<file path="src/rtl/vault_nonce_dispatcher_pkg.sv">
// Shared types and helpers for the vault nonce dispatcher and its hashrate window.
// Pure declarations: no state, no timing, no handshakes.
package trinity_vault_pkg;

    typedef enum logic [1:0] {
        IDLE     = 2'd0,
        DISPATCH = 2'd1,
        DRAIN    = 2'd2
    } disp_state_t;

    localparam int unsigned TRINITY_CLK_HZ    = 100_000_000;
    localparam int unsigned DEFAULT_NUM_LANES = 4;

    // Sized for the widest supported lane count (16).
    function automatic logic [4:0] popcount16(input logic [15:0] v);
        logic [4:0] c;
        c = '0;
        for (int i = 0; i < 16; i++) begin
            c = c + {4'd0, v[i]};
        end
        return c;
    endfunction

endpackage

</file>
<file path="src/rtl/vault_nonce_dispatcher_hashrate.sv">
// Free-running window that sums per-cycle lane issues (saturating) and publishes the total.
// hashrate_o/hashrate_valid_o register one cycle after the window's last cycle; never stalls.
module vault_hashrate_window
    import trinity_vault_pkg::*;
#(
    parameter int unsigned NUM_LANES     = DEFAULT_NUM_LANES,
    parameter int unsigned WINDOW_CYCLES = TRINITY_CLK_HZ,
    parameter int unsigned RATE_W        = 32
) (
    input  logic                 clk_i,
    input  logic                 rst_i,
    input  logic [NUM_LANES-1:0] issue_i,
    output logic [RATE_W-1:0]    hashrate_o,
    output logic                 hashrate_valid_o
);

    localparam int unsigned     WIN_W    = (WINDOW_CYCLES > 1) ? $clog2(WINDOW_CYCLES) : 1;
    localparam logic [WIN_W-1:0] WIN_LAST = WIN_W'(WINDOW_CYCLES - 1);

    logic [WIN_W-1:0]  win_q, win_d;
    logic [RATE_W-1:0] sum_q, sum_d;
    logic [RATE_W-1:0] rate_q, rate_d;
    logic              rate_vld_q, rate_vld_d;

    logic [15:0]       vec_ext;
    logic [4:0]        add;
    logic [RATE_W:0]   total;
    logic [RATE_W-1:0] sat;

    always_comb begin
        vec_ext                = '0;
        vec_ext[NUM_LANES-1:0] = issue_i;
        add                    = popcount16(vec_ext);
        total                  = {1'b0, sum_q} + (RATE_W+1)'(add);
        // The accumulator never exceeds its max, so one carry bit flags overflow.
        sat                    = total[RATE_W] ? {RATE_W{1'b1}} : total[RATE_W-1:0];

        win_d      = win_q + WIN_W'(1);
        sum_d      = sat;
        rate_d     = rate_q;
        rate_vld_d = 1'b0;
        if (win_q == WIN_LAST) begin
            win_d      = '0;
            sum_d      = '0;
            rate_d     = sat;
            rate_vld_d = 1'b1;
        end
    end

    always_ff @(posedge clk_i) begin
        if (rst_i) begin
            win_q      <= '0;
            sum_q      <= '0;
            rate_q     <= '0;
            rate_vld_q <= 1'b0;
        end else begin
            win_q      <= win_d;
            sum_q      <= sum_d;
            rate_q     <= rate_d;
            rate_vld_q <= rate_vld_d;
        end
    end

    assign hashrate_o       = rate_q;
    assign hashrate_valid_o = rate_vld_q;

endmodule

</file>
<file path="src/rtl/vault_nonce_dispatcher.sv">
// Accepts one job + nonce range, stripes nonces across lanes, latches the first golden nonce.
// All outputs registered (1-cycle latency); each lane holds its nonce while valid && !ready.
module vault_nonce_dispatcher
    import trinity_vault_pkg::*;
#(
    parameter int unsigned NUM_LANES     = DEFAULT_NUM_LANES,
    parameter int unsigned NONCE_W       = 32,
    parameter int unsigned WORK_W        = 640,
    parameter int unsigned LANE_LATENCY  = 64,
    parameter int unsigned WINDOW_CYCLES = TRINITY_CLK_HZ,
    parameter int unsigned RATE_W        = 32
) (
    input  logic                           clk_i,
    input  logic                           rst_i,
    input  logic                           work_valid_i,
    output logic                           work_ready_o,
    input  logic [WORK_W-1:0]              work_data_i,
    input  logic [NONCE_W-1:0]             nonce_start_i,
    input  logic [NONCE_W-1:0]             nonce_end_i,
    input  logic                           abort_i,
    output logic [WORK_W-1:0]              lane_work_o,
    output logic [NUM_LANES-1:0]           lane_valid_o,
    input  logic [NUM_LANES-1:0]           lane_ready_i,
    output logic [NUM_LANES*NONCE_W-1:0]   lane_nonce_o,
    input  logic [NUM_LANES-1:0]           lane_hit_i,
    input  logic [NUM_LANES*NONCE_W-1:0]   lane_hit_nonce_i,
    output logic                           busy_o,
    output logic                           found_valid_o,
    output logic [NONCE_W-1:0]             golden_nonce_o,
    output logic                           exhausted_o,
    output logic [RATE_W-1:0]              hashrate_o,
    output logic                           hashrate_valid_o
);

    // One spare bit so a lane counter can step past an all-ones nonce_end without wrapping.
    localparam int unsigned      CNT_W    = NONCE_W + 1;
    localparam int unsigned      DRN_W    = $clog2(LANE_LATENCY + 1);
    localparam logic [CNT_W-1:0] STRIDE   = CNT_W'(NUM_LANES);
    localparam logic [DRN_W-1:0] DRN_LAST = DRN_W'(LANE_LATENCY - 1);

    disp_state_t          state_q, state_d;
    logic [CNT_W-1:0]     cnt_q [NUM_LANES];
    logic [CNT_W-1:0]     cnt_d [NUM_LANES];
    logic [CNT_W-1:0]     end_q, end_d;
    logic [DRN_W-1:0]     drain_q, drain_d;
    logic [NUM_LANES-1:0] lane_valid_q, lane_valid_d;
    logic [WORK_W-1:0]    work_q, work_d;
    logic                 found_q, found_d;
    logic [NONCE_W-1:0]   golden_q, golden_d;
    logic                 exh_q, exh_d;
    logic                 busy_q, busy_d;
    logic                 ready_q, ready_d;

    logic                 accept;
    logic [NUM_LANES-1:0] issue;
    logic                 hit_any;
    logic [NONCE_W-1:0]   hit_nonce;
    logic                 lanes_left;

    assign accept = work_valid_i & ready_q;
    assign issue  = lane_valid_q & lane_ready_i;

    // Descending scan so the lowest-index hitting lane is the one that sticks.
    always_comb begin
        hit_any   = 1'b0;
        hit_nonce = '0;
        for (int i = NUM_LANES - 1; i >= 0; i--) begin
            if (lane_hit_i[i]) begin
                hit_any   = 1'b1;
                hit_nonce = lane_hit_nonce_i[i*NONCE_W +: NONCE_W];
            end
        end
    end

    always_comb begin
        state_d    = state_q;
        end_d      = end_q;
        drain_d    = drain_q;
        work_d     = work_q;
        found_d    = found_q;
        golden_d   = golden_q;
        exh_d      = 1'b0;
        lanes_left = 1'b0;
        for (int i = 0; i < NUM_LANES; i++) begin
            cnt_d[i] = cnt_q[i];
        end

        case (state_q)
            IDLE: begin
                if (accept) begin
                    work_d   = work_data_i;
                    found_d  = 1'b0;
                    golden_d = '0;
                    end_d    = {1'b0, nonce_end_i};
                    for (int i = 0; i < NUM_LANES; i++) begin
                        cnt_d[i] = {1'b0, nonce_start_i} + CNT_W'(i);
                    end
                    if (nonce_start_i > nonce_end_i) begin
                        exh_d = 1'b1;
                    end else begin
                        state_d = DISPATCH;
                    end
                end
            end
            DISPATCH, DRAIN: begin
                // A hit outranks abort so a golden nonce is never dropped.
                if (hit_any) begin
                    found_d  = 1'b1;
                    golden_d = hit_nonce;
                    state_d  = IDLE;
                end else if (abort_i) begin
                    state_d = IDLE;
                end else if (state_q == DISPATCH) begin
                    for (int i = 0; i < NUM_LANES; i++) begin
                        if (issue[i]) begin
                            cnt_d[i] = cnt_q[i] + STRIDE;
                        end
                        if (cnt_d[i] <= end_q) begin
                            lanes_left = 1'b1;
                        end
                    end
                    if (!lanes_left) begin
                        state_d = DRAIN;
                        drain_d = '0;
                    end
                end else begin
                    if (drain_q == DRN_LAST) begin
                        state_d = IDLE;
                        exh_d   = ~found_q;
                    end else begin
                        drain_d = drain_q + DRN_W'(1);
                    end
                end
            end
            default: begin
                state_d = IDLE;
            end
        endcase

        for (int i = 0; i < NUM_LANES; i++) begin
            lane_valid_d[i] = (state_d == DISPATCH) && (cnt_d[i] <= end_d);
        end
        busy_d  = (state_d != IDLE);
        ready_d = (state_d == IDLE);
    end

    always_ff @(posedge clk_i) begin
        if (rst_i) begin
            state_q      <= IDLE;
            end_q        <= '0;
            drain_q      <= '0;
            lane_valid_q <= '0;
            work_q       <= '0;
            found_q      <= 1'b0;
            golden_q     <= '0;
            exh_q        <= 1'b0;
            busy_q       <= 1'b0;
            ready_q      <= 1'b1;
            for (int i = 0; i < NUM_LANES; i++) begin
                cnt_q[i] <= '0;
            end
        end else begin
            state_q      <= state_d;
            end_q        <= end_d;
            drain_q      <= drain_d;
            lane_valid_q <= lane_valid_d;
            work_q       <= work_d;
            found_q      <= found_d;
            golden_q     <= golden_d;
            exh_q        <= exh_d;
            busy_q       <= busy_d;
            ready_q      <= ready_d;
            for (int i = 0; i < NUM_LANES; i++) begin
                cnt_q[i] <= cnt_d[i];
            end
        end
    end

    for (genvar g = 0; g < NUM_LANES; g++) begin : g_nonce
        assign lane_nonce_o[g*NONCE_W +: NONCE_W] = cnt_q[g][NONCE_W-1:0];
    end

    assign work_ready_o   = ready_q;
    assign busy_o         = busy_q;
    assign lane_valid_o   = lane_valid_q;
    assign lane_work_o    = work_q;
    assign found_valid_o  = found_q;
    assign golden_nonce_o = golden_q;
    assign exhausted_o    = exh_q;

    vault_hashrate_window #(
        .NUM_LANES     (NUM_LANES),
        .WINDOW_CYCLES (WINDOW_CYCLES),
        .RATE_W        (RATE_W)
    ) u_rate (
        .clk_i            (clk_i),
        .rst_i            (rst_i),
        .issue_i          (issue),
        .hashrate_o       (hashrate_o),
        .hashrate_valid_o (hashrate_valid_o)
    );

endmodule
</file>
<file path="config.mk">
export PLATFORM = sky130hd
export DESIGN_NAME = vault_nonce_dispatcher
export DESIGN_NICKNAME = d
export VERILOG_FILES = /design/src/rtl/vault_nonce_dispatcher_pkg.sv /design/src/rtl/vault_nonce_dispatcher_hashrate.sv /design/src/rtl/vault_nonce_dispatcher.sv
export SDC_FILE = /design/constraint.sdc
export NUM_CORES = 2
export LEC_CHECK = 0
export ABC_AREA = 1
export BUFFER_PORTS_ARGS = -buffer_cell sky130_fd_sc_hd__buf_2
export CORE_AREA = 2 2 663 665
export CTS_CLUSTER_DIAMETER = 30
export DETAILED_ROUTE_END_ITERATION = 6
export DIE_AREA = 0 0 665 667
export GPL_ROUTABILITY_DRIVEN = 0
export PLACE_DENSITY = 0.35
export SYNTH_ARGS = -nofsm -noshare
export SYNTH_HDL_FRONTEND = slang
export SYNTH_HIERARCHICAL = 1
export SYNTH_SLANG_ARGS = --single-unit
export TNS_END_PERCENT = 50
</file>
<file path="constraint.sdc">
create_clock -name clk_i -period 7.9 [get_ports clk_i]
set_input_delay 0.395 -clock clk_i [delete_from_list [all_inputs] [get_ports clk_i]]
set_output_delay 0.395 -clock clk_i [all_outputs]
set_load 0.005 [all_outputs]
</file>
==> flow_summary.ini <==
[synth]
yosys_warnings = 6
synth_fp_nets = 8789
synth_ff_type = dfxtp_1
ys_types = 71
postSynthCellCount = 7629
synth-seq-cells = 946
seq_area_frac_synth_pct = 36.2
syn_area_um2 = 52300
syn-mean-instance-area_um2 = 6.86
synth_edf_count = 0
async_flop_share_pct = 0

[setup_path]
critPathBufInv = 8
ff2ff_path_depth = 23
rr_endpoint = lane_valid_o[2]
end_kind = flop
critPathMaxFanout = 31
crit_path_cell_trace = inv_1 > ha_1 > inv_2 > nor2_4 > buf_4 > buf_4 > inv_2 > buf_4 > o21ai_0 > a211oi_1 > nand2_1 > o21ai_0 > inv_1 > ha_1 > nand2_1 > nor3_1 > inv_1 > a31oi_1 > nor3_1 > nand3_1 > nand2_1 > nand2_1 > nor2_1
start_kind = flop
crit_path_top_delay_cell = nor3_1
critical_path.endpoint = lane_valid_o[2]
crit_required_ps = 8660
setup.worst_path.start = state_q[0]
cpPeakStageDelay_ps = 920
cp_data_arrival_time_ps = 6110
critPathTopFamily = buffers and inverters
worstSetupPathDepth = 23
rrSetupSlack_ps = 2550
cp_common_cell = nand2_1
rr_startpoint = state_q[0]
crit_type = flop to flop

[pwr]
powerDensity_nw_per_um2 = 289
p_leak_nw = 39.2
vdd_drop_max_mv = 0.174

[outcome]
status = complete, but fails checks
violations = max-capacitance violations

[clock_tree]
htree_levels = 5
cts_tree = built
clock-sinks = 946
clock-root-buffer = clkbuf_16
cts_buffers = 323
insertion_delay_ps = 930
cts_max_path_buffers = 4
path_clk_slew_ps = 40

[sta]
fin_skew_ps = 77.6
rsz0062_at_grt = false
setup_viol = 0
finalCritPeriodShare_pct = 67.7
tightestPinTransition_ps = 1490
timing.fmax_mhz = 187
maxSlewViolCount = 0
fin_hold_ws_ps = 99.7
setup_tns_ps = 0
period_needed_ps = 5350
hold_violations = 0
worst_slew_margin_rel_pct = 0.401

[detailed_routing]
vias = 64200
ant_nets = 0
routed_via_density = 4.01
drtPass1Iterations = 6
wl_per_cell_um = 30.3
post-route-drc-count = 0
finalWirelength_um = 485000
drtIter0Drc = 6066

[layout]
final_core_utilization_pct = 19.4
area_delta_synth_final_pct = 62.3
final_common_cell = nor2_1
fillers = 50100
final_cell_mix = nor2_1 (1793), buf_2 (1683), nand2_1 (1250)
stdcell_area_um2 = 84900
fin_nets = 11100
drive_above_1_share_pct = 24.2

[job]
maxCapViolCount = 1

[place]
place_area_um2 = 66000
dp_hpwl_um = 398000
portBuffers = 1684

[floorplan]
num_io_pins = 1685
chipWidth_um = 665
placeableCoreArea_um2 = 437000
initial_core_util_pct = 12.0
row_count = 243
die_height_um = 667
die-area_um2 = 444000

[global_route]
grt_antenna_before_repair = 105
grt_pass1_wl_um = 617000
grt_max_degree = 156
grt.overflow.total = 0
track_usage_pct = 20.8
first_global_vias = 63000

[min_path]
hold_path_class = input pin to flop
[routing by layer]
layer	up-vias	part of all wire (%)	global-route usage [%]
met2	3100	43	32.1
met5	-	0.048	0.206
met1	30700	37	23.1
met4	20	6.5	11.9
li1	29600	-	-
met3	763	13	10.6
[cells by family (layout without fill, tap and decap cells)]
family	Yosys count	count (layout)	share of synthesized area [%]
adder cells (fa/ha/maj)	316	316	7.59
flip-flops	946	946	36.2
buffers and inverters	1111	3672	9.22
AO/OA/AOI/OAI	1519	1519	16.0
AND/OR/NAND/NOR	3601	3601	28.7
other	0	65	0
XOR/XNOR	136	136	2.33
[timing repair]
| action | 4_1_cts | 5_1_grt |
|---|---|---|
| endpoints found under the setup margin | 0 | 0 |
| setup buffers | 0 | 0 |
| hold buffers | 726 | 0 |
| endpoints found under the hold margin | 697 | 0 |
| resized for setup | 0 | 0 |
[area by class of cell]
type	count	area, um2	share of cell area [%]
multi-input cells	5572	28600	33.7
flip-flops and latches	946	18900	22.3
repair buffers	2480	16300	19.2
clock buffers	455	9390	11.1
well taps	5757	7200	8.49
inverters	603	2280	2.69
clock inverters	134	2040	2.40
diodes	65	163	0.192
[synth_stat cells, types with 56 or more instances]
master       n  area share (%)
nand3_1    179             1.7
xor2_1     121             2.0
inv_1      572             4.1
dfxtp_1    946              36
clkbuf_1   290             2.1
o21ai_0    817             7.8
a21oi_1    409             3.9
nand4_1     67            0.80
buf_2       56            0.54
ha_1       314             7.5
nand2_1   1250             9.0
nor2_1    1794              13
nor3_1      88            0.84
buf_4      134             1.9
[worst min-delay path, cell delays in order]
cell and delay [ps]:
buf_2 200, nand2_1 220, a31oi_1 100
[sequential cells by signal, indices dropped and copies added, names as in the netlist]
register	flops
found_valid_o	1
exhausted_o	1
golden_nonce_o	32
u_rate/hashrate_valid_o	1
lane_work_o	640
end_q	33
drain_q	7
u_rate/hashrate_o	32
u_rate/sum_q	32
lane_valid_o	4
cnt_q	132
state_q	2
busy_o	1
work_ready_o	1
u_rate/win_q	27
[worst min path at each step]
stage,from,end,cells past startpoint
floorplan,u_rate/hashrate_o[24],u_rate/hashrate_o[24],2
CTS,nonce_start_i[4],cnt_q[0][4],3
detailed placement,u_rate/hashrate_o[11],u_rate/hashrate_o[11],2
finish,nonce_start_i[4],cnt_q[0][4],3
global route,work_data_i[514],lane_work_o[514],3
global placement,u_rate/hashrate_o[11],u_rate/hashrate_o[11],2
[per-stage QoR]
step	power [mW]	setup WS, ps	cells
2_1_floorplan	7.63	4550	7629
3_3_place_gp	10.6	2660	14600
3_5_place_dp	10.6	2700	14600
4_1_cts	24.6	2670	15900
5_1_grt	25.4	2520	16000
6_report	24.5	2550	16000
[power breakdown]
group,switching [mW],leakage [nW],internal (mW),total (mW)
clock,4.08,5.61,9.48,13.6
sequential,0.423,7.80,5.28,5.70
combinational,3.74,25.8,1.51,5.25
No activity file was read; power rests on OpenSTA's default activity.
